### config.mk
export PLATFORM = sky130hd
export DESIGN_NAME = mem_arbiter_nway
export DESIGN_NICKNAME = d
export VERILOG_FILES = /design/src/rtl/mem_arb_pkg.sv /design/src/rtl/mem_arbiter_nway_rr_picker.sv /design/src/rtl/mem_arbiter_nway.sv
export SDC_FILE = /design/constraint.sdc
export NUM_CORES = 1
export LEC_CHECK = 0
export ABC_AREA = 1
export BUFFER_PORTS_ARGS = -buffer_cell sky130_fd_sc_hd__buf_4
export CAP_MARGIN = 15
export CORE_AREA = 2 2 94 96
export DETAILED_ROUTE_END_ITERATION = 6
export DIE_AREA = 0 0 96 98
export HOLD_SLACK_MARGIN = 0.06
export PLACE_DENSITY = 0.83
export SYNTH_ARGS = -nofsm -noshare
export SYNTH_HDL_FRONTEND = slang
export SYNTH_SLANG_ARGS = --single-unit
### constraint.sdc
create_clock -name clk -period 1.6 [get_ports clk]
set_input_delay 0.08 -clock clk [delete_from_list [all_inputs] [get_ports clk]]
set_output_delay 0.08 -clock clk [all_outputs]
set_load 0.02 [all_outputs]
### src/rtl/mem_arb_pkg.sv
// rtl/mem_arb_pkg.sv - shared state type and port-index width helper for the N-way memory arbiter
package mem_arb_pkg;

    typedef enum logic [1:0] {
        IDLE  = 2'd0,
        SERVE = 2'd1,
        ACK   = 2'd2
    } arb_state_t;

    // A port index needs at least one bit even for a degenerate single-port build.
    function automatic int ptr_width(input int num_ports);
        return (num_ports > 1) ? $clog2(num_ports) : 1;
    endfunction

endpackage

### src/rtl/mem_arbiter_nway_rr_picker.sv
// rtl/mem_arbiter_nway_rr_picker.sv - first requester strictly after a round-robin pointer, wrapping
module rr_picker
    import mem_arb_pkg::*;
#(
    parameter int N     = 4,
    parameter int PTR_W = ptr_width(N)
) (
    input  logic [N-1:0]     req,
    input  logic [PTR_W-1:0] ptr,
    output logic             found,
    output logic [PTR_W-1:0] idx
);

    logic [PTR_W-1:0] cand;

    always_comb begin
        found = |req;
        idx   = '0;
        cand  = '0;
        // Scan from the farthest slot back to the nearest so the nearest requester wins.
        for (int k = N; k >= 1; k--) begin
            cand = PTR_W'((int'(ptr) + k) % N);
            if (req[cand]) begin
                idx = cand;
            end
        end
    end

endmodule

### src/rtl/mem_arbiter_nway.sv
// rtl/mem_arbiter_nway.sv - N-port memory arbiter with two priority classes, RR within class, bounded burst lock
module mem_arbiter_nway
    import mem_arb_pkg::*;
#(
    parameter int                   NUM_PORTS  = 4,
    parameter int                   ADDR_W     = 19,
    parameter int                   DATA_W     = 16,
    parameter int                   BE_W       = 2,
    parameter logic [NUM_PORTS-1:0] HIPRI_MASK = NUM_PORTS'(4'b0100),
    parameter int                   MAX_BURST  = 8,
    localparam int                  PTR_W      = ptr_width(NUM_PORTS)
) (
    input  logic                        clk,
    input  logic                        reset_n,
    input  logic [NUM_PORTS*ADDR_W-1:0] req_addr,
    input  logic [NUM_PORTS*DATA_W-1:0] req_wdata,
    input  logic [NUM_PORTS-1:0]        req_access,
    input  logic [NUM_PORTS-1:0]        req_wr_en,
    input  logic [NUM_PORTS*BE_W-1:0]   req_bytesel,
    input  logic [NUM_PORTS-1:0]        req_lock,
    output logic [NUM_PORTS-1:0]        rsp_ack,
    output logic [DATA_W-1:0]           rsp_rdata,
    output logic [ADDR_W-1:0]           mem_m_addr,
    output logic [DATA_W-1:0]           mem_m_data_out,
    output logic                        mem_m_access,
    output logic                        mem_m_wr_en,
    output logic [BE_W-1:0]             mem_m_bytesel,
    input  logic [DATA_W-1:0]           mem_m_data_in,
    input  logic                        mem_m_ack,
    output logic                        grant_valid,
    output logic [PTR_W-1:0]            grant_id
);

    localparam logic [7:0] BURST_LIMIT = 8'(MAX_BURST);

    arb_state_t           state;
    logic [PTR_W-1:0]     hi_ptr;
    logic [PTR_W-1:0]     lo_ptr;
    logic [PTR_W-1:0]     hi_idx;
    logic [PTR_W-1:0]     lo_idx;
    logic [PTR_W-1:0]     pick_id;
    logic                 hi_found;
    logic                 lo_found;
    logic                 pick_valid;
    logic [NUM_PORTS-1:0] hi_req;
    logic [NUM_PORTS-1:0] lo_req;
    logic [NUM_PORTS-1:0] owner_onehot;
    logic [7:0]           burst_cnt;
    logic                 owner_req;
    logic                 owner_hi;
    logic                 keep_burst;
    logic                 rearb;
    logic                 take_pick;
    logic                 go_idle;

    assign hi_req = req_access & HIPRI_MASK;
    assign lo_req = req_access & ~HIPRI_MASK;

    rr_picker #(
        .N     (NUM_PORTS),
        .PTR_W (PTR_W)
    ) u_pick_hi (
        .req   (hi_req),
        .ptr   (hi_ptr),
        .found (hi_found),
        .idx   (hi_idx)
    );

    rr_picker #(
        .N     (NUM_PORTS),
        .PTR_W (PTR_W)
    ) u_pick_lo (
        .req   (lo_req),
        .ptr   (lo_ptr),
        .found (lo_found),
        .idx   (lo_idx)
    );

    // The high class wins outright whenever any of its ports is asking.
    assign pick_valid   = hi_found | lo_found;
    assign pick_id      = hi_found ? hi_idx : lo_idx;

    assign owner_req    = req_access[grant_id];
    assign owner_hi     = HIPRI_MASK[grant_id];
    assign owner_onehot = NUM_PORTS'(1) << grant_id;

    assign keep_burst = req_lock[grant_id] && owner_req && (burst_cnt < BURST_LIMIT)
                        && !(hi_found && !owner_hi);

    // Re-arbitrate from idle, when the owner abandons its word, or at an ACK that ends the burst.
    always_comb begin
        rearb = 1'b0;
        case (state)
            IDLE:    rearb = 1'b1;
            SERVE:   rearb = !owner_req;
            ACK:     rearb = !keep_burst;
            default: rearb = 1'b1;
        endcase
        take_pick = rearb && pick_valid;
        go_idle   = rearb && !pick_valid;
    end

    always_comb begin
        mem_m_addr     = '0;
        mem_m_data_out = '0;
        mem_m_access   = 1'b0;
        mem_m_wr_en    = 1'b0;
        mem_m_bytesel  = '1;
        if (state == SERVE) begin
            mem_m_addr     = req_addr[int'(grant_id)*ADDR_W +: ADDR_W];
            mem_m_data_out = req_wdata[int'(grant_id)*DATA_W +: DATA_W];
            mem_m_access   = owner_req;
            mem_m_wr_en    = req_wr_en[grant_id];
            mem_m_bytesel  = req_bytesel[int'(grant_id)*BE_W +: BE_W];
        end
    end

    always_ff @(posedge clk or negedge reset_n) begin
        if (!reset_n) begin
            state       <= IDLE;
            grant_valid <= 1'b0;
            grant_id    <= '0;
            rsp_ack     <= '0;
            rsp_rdata   <= '0;
            hi_ptr      <= PTR_W'(NUM_PORTS - 1);
            lo_ptr      <= PTR_W'(NUM_PORTS - 1);
            burst_cnt   <= '0;
        end else begin
            rsp_ack <= '0;

            if (rearb) begin
                burst_cnt <= '0;
            end

            if (take_pick) begin
                state       <= SERVE;
                grant_valid <= 1'b1;
                grant_id    <= pick_id;
                if (hi_found) begin
                    hi_ptr <= pick_id;
                end else begin
                    lo_ptr <= pick_id;
                end
            end else if (go_idle) begin
                state       <= IDLE;
                grant_valid <= 1'b0;
            end else begin
                case (state)
                    SERVE: begin
                        if (mem_m_ack) begin
                            state   <= ACK;
                            rsp_ack <= owner_onehot;
                            if (!req_wr_en[grant_id]) begin
                                rsp_rdata <= mem_m_data_in;
                            end
                            if (burst_cnt < BURST_LIMIT) begin
                                burst_cnt <= burst_cnt + 8'd1;
                            end
                        end
                    end
                    // Burst continuation keeps both RR pointers untouched.
                    ACK: begin
                        state <= SERVE;
                    end
                    default: begin
                        state <= IDLE;
                    end
                endcase
            end
        end
    end

endmodule

======== Yosys cells after proc, flatten, opt, wreduce, memory -nomap -nowiden ========
Index checks and enable logic that the tools add are counted.
storage, ports and cells
  flip-flop bits (word level) ............. 37
  bits of input ports ..................... 179
operators by class
  eq/ne operators ......................... 3
  bitwise operators ....................... 5
  add/subtract/negate cells ............... 9
  multiply operators ...................... 1
  shifts and indexed selects .............. 4
  $lt $le $gt $ge ......................... 10
  reductions and logical operators ........ 16
  mux-type cells .......................... 55
operators by type and width
  cell                                                 count
  variable part select 76 x 8 -> 19 bit                1
  variable part select 64 x 7 -> 16 bit                1
  2-to-1 mux 8 bit                                     6
  < comparator 2 x 3 -> 1 bit (second input constant)  9
  2-to-1 mux 2 bit                                     13
  binary-select mux 1 bit (select 2 bit)               12
  2-to-1 mux 19 bit                                    1
  2-to-1 mux 1 bit                                     16
  2-to-1 mux 16 bit                                    1
  2-to-1 mux 4 bit                                     4
  adder 2 x 1 -> 2 bit (second input constant)         4
  adder 2 bit (second input constant)                  4
  adder 8 x 1 -> 8 bit (second input constant)         1
  < comparator 8 x 4 -> 1 bit (second input constant)  1
  variable part select 8 x 4 -> 2 bit                  1
  multiplier 2 x 5 -> 7 bit (second input constant)    1
  logical AND 1 bit                                    6
  zero test 1 bit                                      5
  AND reduction 5 bit                                  1
  inequality test 4 bit (second input constant)        1
  NOT 1 bit                                            4
  one-hot mux 2 bit (2 select lines)                   1
  AND reduction 2 bit                                  2
  left shift 1 x 2 -> 4 bit (first input constant)     1
  other kinds (6)                                      6

======== Logic depth before layout (Yosys ltp) ========
  depth after elaboration ................. 14
  mapped depth ............................ 13
  depth with buffers taken out ............ 12

======== Modules after synthesis ========
Synthesis repeated with hierarchy kept, for this count alone.
unflattened totals
  cells, all modules ...................... 488
  area, all modules ....................... 3256.9 um^2
by module, submodules not included
  module            cells each  area each (um^2)  times used  seq. area each (um^2)
  mem_arbiter_nway  386         2723.9            1           930.9
  rr_picker         51          266.5             2           0.0

======== Worst setup path after synthesis ========
No wires, ideal clock.
  path type ............................... register to output
  start ................................... register grant_id[0]
  end ..................................... output mem_m_addr[10]
  cell stages (with the launch flop) ...... 9
  arrival time ............................ 1696 ps
  slack ................................... -176 ps
  buffers on the path ..................... 3
  cell sequence ........................... dfrtp_1 -> buf_6 -> inv_4 -> nand2_2 -> inv_2 -> buf_2 -> clkbuf_1 -> a22oi_1 -> a21oi_1
between the ends
  longest elaborated chain between the ends .. 3
ends and longest elaborated chain
  what                                   line                     RTL
  from (decl)                            mem_arbiter_nway.sv:31   output logic [PTR_W-1:0] grant_id
  from (signal assigned)                 mem_arbiter_nway.sv:138  grant_id <= pick_id;
  multiplier 2 x 5 -> 7 bit              mem_arbiter_nway.sv:110  mem_m_addr = req_addr[int'(grant_id)*ADDR_W +: ADDR_W];
  variable part select 76 x 8 -> 19 bit  mem_arbiter_nway.sv:110
  2-to-1 mux 19 bit                      mem_arbiter_nway.sv:109  if (state == SERVE) begin
  to (decl)                              mem_arbiter_nway.sv:23   output logic [ADDR_W-1:0] mem_m_addr,
No other way between the ends.

======== Worst setup path after layout ========
  start ................................... register grant_id[0]
  end ..................................... output mem_m_data_out[6]
between the ends
  longest elaborated chain between the ends .. 2
ends and longest elaborated chain
  what                                   line                     RTL
  variable part select 64 x 7 -> 16 bit  mem_arbiter_nway.sv:111  mem_m_data_out = req_wdata[int'(grant_id)*DATA_W +: DATA_W];
  2-to-1 mux 16 bit                      mem_arbiter_nway.sv:109
  to (decl)                              mem_arbiter_nway.sv:24   output logic [DATA_W-1:0] mem_m_data_out,
No other way between the ends.

==> impl_metrics.env <==
export IMPL_p_seq_frac=0.120
export IMPL_drive_above_1_share=0.675
export IMPL_finalNetCount=828
export IMPL_dieHeight_um=98
export IMPL_layout_commonest_cell="buf_4"
export IMPL_tightest_slew_ps=460
export IMPL_intPower_mw=6.15
export IMPL_core_um2=8470
export IMPL_power_density_nw_per_um2=1980
export IMPL_grt_start_max_net_pins=36
export IMPL_drt_initial_drc_count=183
export IMPL_vias=4205
export IMPL_synthSimpleGateAreaFrac=0.260
export IMPL_ys_types=32
export IMPL_grt_pass1_wl_um=21500
export IMPL_ys_seq_area_frac=0.326
export IMPL_fin_setup_tns_ps=-11990
export IMPL_synthMuxAreaShare=0.00371
export IMPL_synthCells=363
export IMPL_synth_top_family_by_area="compound AO/OA/AOI/OAI gates"
export IMPL_overflow=0
export IMPL_worstSetupPathType="flop to output port"
export IMPL_ys_ff_latch=35
export IMPL_cts_tree="yes"
export IMPL_min_period_over_period=1.15
export IMPL_ir_worst_vdd_mv=1.41
export IMPL_fp_dieArea_um2=9410
export IMPL_grt_pass1_vias=4173
export IMPL_ant_nets=0
export IMPL_synth_compound_area_frac=0.304
export IMPL_drc_errors=0
export IMPL_cts_max_level=2
export IMPL_numCtsBuffers=5
export IMPL_synthAdderAreaFrac=0.0186
export IMPL_clk_pin_slew_ps=70
export IMPL_p_switching_mw=6.02
export IMPL_syn_cell_area_um2=2700
export IMPL_clockPowerShare=0.066
export IMPL_switching_share=0.495
export IMPL_syn_avg_cell_area_um2=7.43
export IMPL_start_util=0.319
export IMPL_ys_warn_count=0
export IMPL_status="finished, violations left"
export IMPL_synthesis_nets=546
export IMPL_antenna_found_initial=1
export IMPL_maxSlewViolCount=0
export IMPL_fp_row_count=34
export IMPL_period_minus_slack_ps=1840
export IMPL_synth_xor_area_frac=0.00325
export IMPL_dp_cells=703
export IMPL_max_clock_path_buffers=2
export IMPL_drv_cap=0
export IMPL_violations="negative setup slack"
export IMPL_finClkSkew_ps=5.84
export IMPL_setup_viol=74
export IMPL_worstSetupStartpointType="flop"
export IMPL_routed_wl_um=15400
export IMPL_setup_ws_ps=-239
export IMPL_io_buffers=240
export IMPL_cts_sinks=35
export IMPL_syn_to_final_growth_pct=128
export IMPL_io_pin_count=241
export IMPL_pwr_share_comb=0.814
export IMPL_grt_use_total=0.295
export IMPL_hold_viol_final=0
export IMPL_rsz0062_at_grt="yes"
export IMPL_hold_path_class="primary input to flop"
export IMPL_wl_per_cell_um=20.4
export IMPL_viasPerCell=5.57
export IMPL_p_leak_nw=2.90
export IMPL_fillers=567
export IMPL_cts_root_buf="clkbuf_8"
export IMPL_clock_latency_ps=290
export IMPL_crit_arrival_ps=1760
export IMPL_crit_fanout=8
export IMPL_reg2reg_setup_slack_ps=-240
export IMPL_post_place_ws_ps=-31.9
export IMPL_hpwl_um=10000
export IMPL_fmax_mhz=544
export IMPL_routabilityCongestion=0.926
export IMPL_relSlewSlack=0.691
export IMPL_post_route_util=0.727
export IMPL_cp_required_ps=1520
export IMPL_dr_pass1_iters=5
export IMPL_final_cell_mix="buf_4, nand2_1, a22oi_2"
export IMPL_fp_dieW_um=96
export IMPL_endpoint_kind="output port"
export IMPL_stdcell_count=755
[cell type report]
cell class | instances | area (um^2) | share of cell area
multi-input combinational | 280 | 2210 | 0.359
inverter | 23 | 121 | 0.0197
sequential | 35 | 881 | 0.143
timing repair buffer | 300 | 2690 | 0.438
clock inverter | 3 | 43.8 | 0.00711
tap | 108 | 135 | 0.0220
antenna | 1 | 2.50 | 0.000407
clock buffer | 5 | 68.8 | 0.0112
[cells by family after synthesis]
group | count (synthesis)
AOI/OAI and AO/OA | 123
adders and majority gates | 4
DFF | 35
buffers and inverters | 49
and+or+nand+nor | 150
xor gates and xnor gates | 1
muxes | 1
[registers in the layout (all words and copies together) (netlist names)]
register / cells
burst_cnt: 8
grant_id: 2
grant_valid: 1
lo_ptr: 2
rsp_ack: 4
rsp_rdata: 16
state: 2
[synthesized netlist by cell type]
cell type	instances	share of area
nor2_1	16	0.022
nand4_4	1	0.0079
clkbuf_1	9	0.013
nor3_2	1	0.0037
a21oi_4	2	0.012
mux2i_1	1	0.0037
nand2_4	2	0.0084
buf_2	9	0.017
nand3_1	6	0.011
nor4_1	1	0.0023
xor2_1	1	0.0032
nor2_2	1	0.0023
a41oi_1	1	0.0032
a21oi_1	44	0.082
o21ai_0	4	0.0074
a22oi_1	71	0.20
buf_1	4	0.0056
or2_2	3	0.0070
dfrtp_1	33	0.31
nand2_1	92	0.13
inv_4	1	0.0023
dfstp_2	2	0.019
inv_1	15	0.021
o21ai_1	1	0.0019
nand2_2	5	0.012
nand4_1	19	0.044
nand3_2	2	0.0074
buf_6	4	0.017
nor2_4	1	0.0042
inv_2	6	0.0084
ha_1	4	0.019
clkinv_1	1	0.0014
[metal layers]
metal / wire, um / GRT usage / up-vias
met4: 373 / 0.0714 / 0
met1: 5780 / 0.363 / 2018
li1: - / - / 1879
met2: 7820 / 0.516 / 268
met5: 0 / 0 / -
met3: 1450 / 0.0664 / 40
[timing repair]
action | in CTS | in global routing
hold buffers | 18 | 0
setup endpoints to repair | 57 | 74
resized for setup | 71 | 97
endpoints found under the hold margin | 51 | 0
buffers inserted | 13 | 4
pin swaps | 22 | 44
cloned | 6 | 2
[final timing paths]
kind	startpoint	end	cells after the start
worst min register to register	rsp_rdata[10]	rsp_rdata[10]	2
worst max-delay path	grant_id[0]	mem_m_data_out[6]	9
worst min-delay path	mem_m_data_in[6]	rsp_rdata[6]	3
max in group asynchronous	reset_n	lo_ptr[1]	2
min in group asynchronous	reset_n	burst_cnt[4]	2
worst max register to register	grant_id[0]	grant_id[0]	14
[critical path: stages, from the launching register on]
cell,delay (ps)
dfrtp_2,410
buf_6,140
inv_6,40
nand2_4,60
inv_6,50
buf_12,130
buf_12,140
a22oi_1,240
a21oi_2,90
buf_4,160
[through the flow]
step / hold slack [ps] / total power [mW] / area, um^2
after CTS: 60.3 / 10.7 / 5650
after global routing: 70.4 / 12.8 / 6150
after detailed placement: 62.0 / 8.36 / 4810
after global placement: 45.4 / 8.19 / 4810
after floorplan: -216 / 5.63 / 2820
final: 69.1 / 12.2 / 6160
[power by group through the flow]
stage | combinational, mW | sequential (mW) | clock (mW)
4_1_cts | 8.45 | 1.45 | 0.807
3_5_place_dp | 6.89 | 1.47 | 0
2_1_floorplan | 3.97 | 1.66 | 0
3_3_place_gp | 6.74 | 1.45 | 0
6_report | 9.91 | 1.45 | 0.804
5_1_grt | 10.4 | 1.49 | 0.850
No activity file was read; power rests on OpenSTA's default activity.
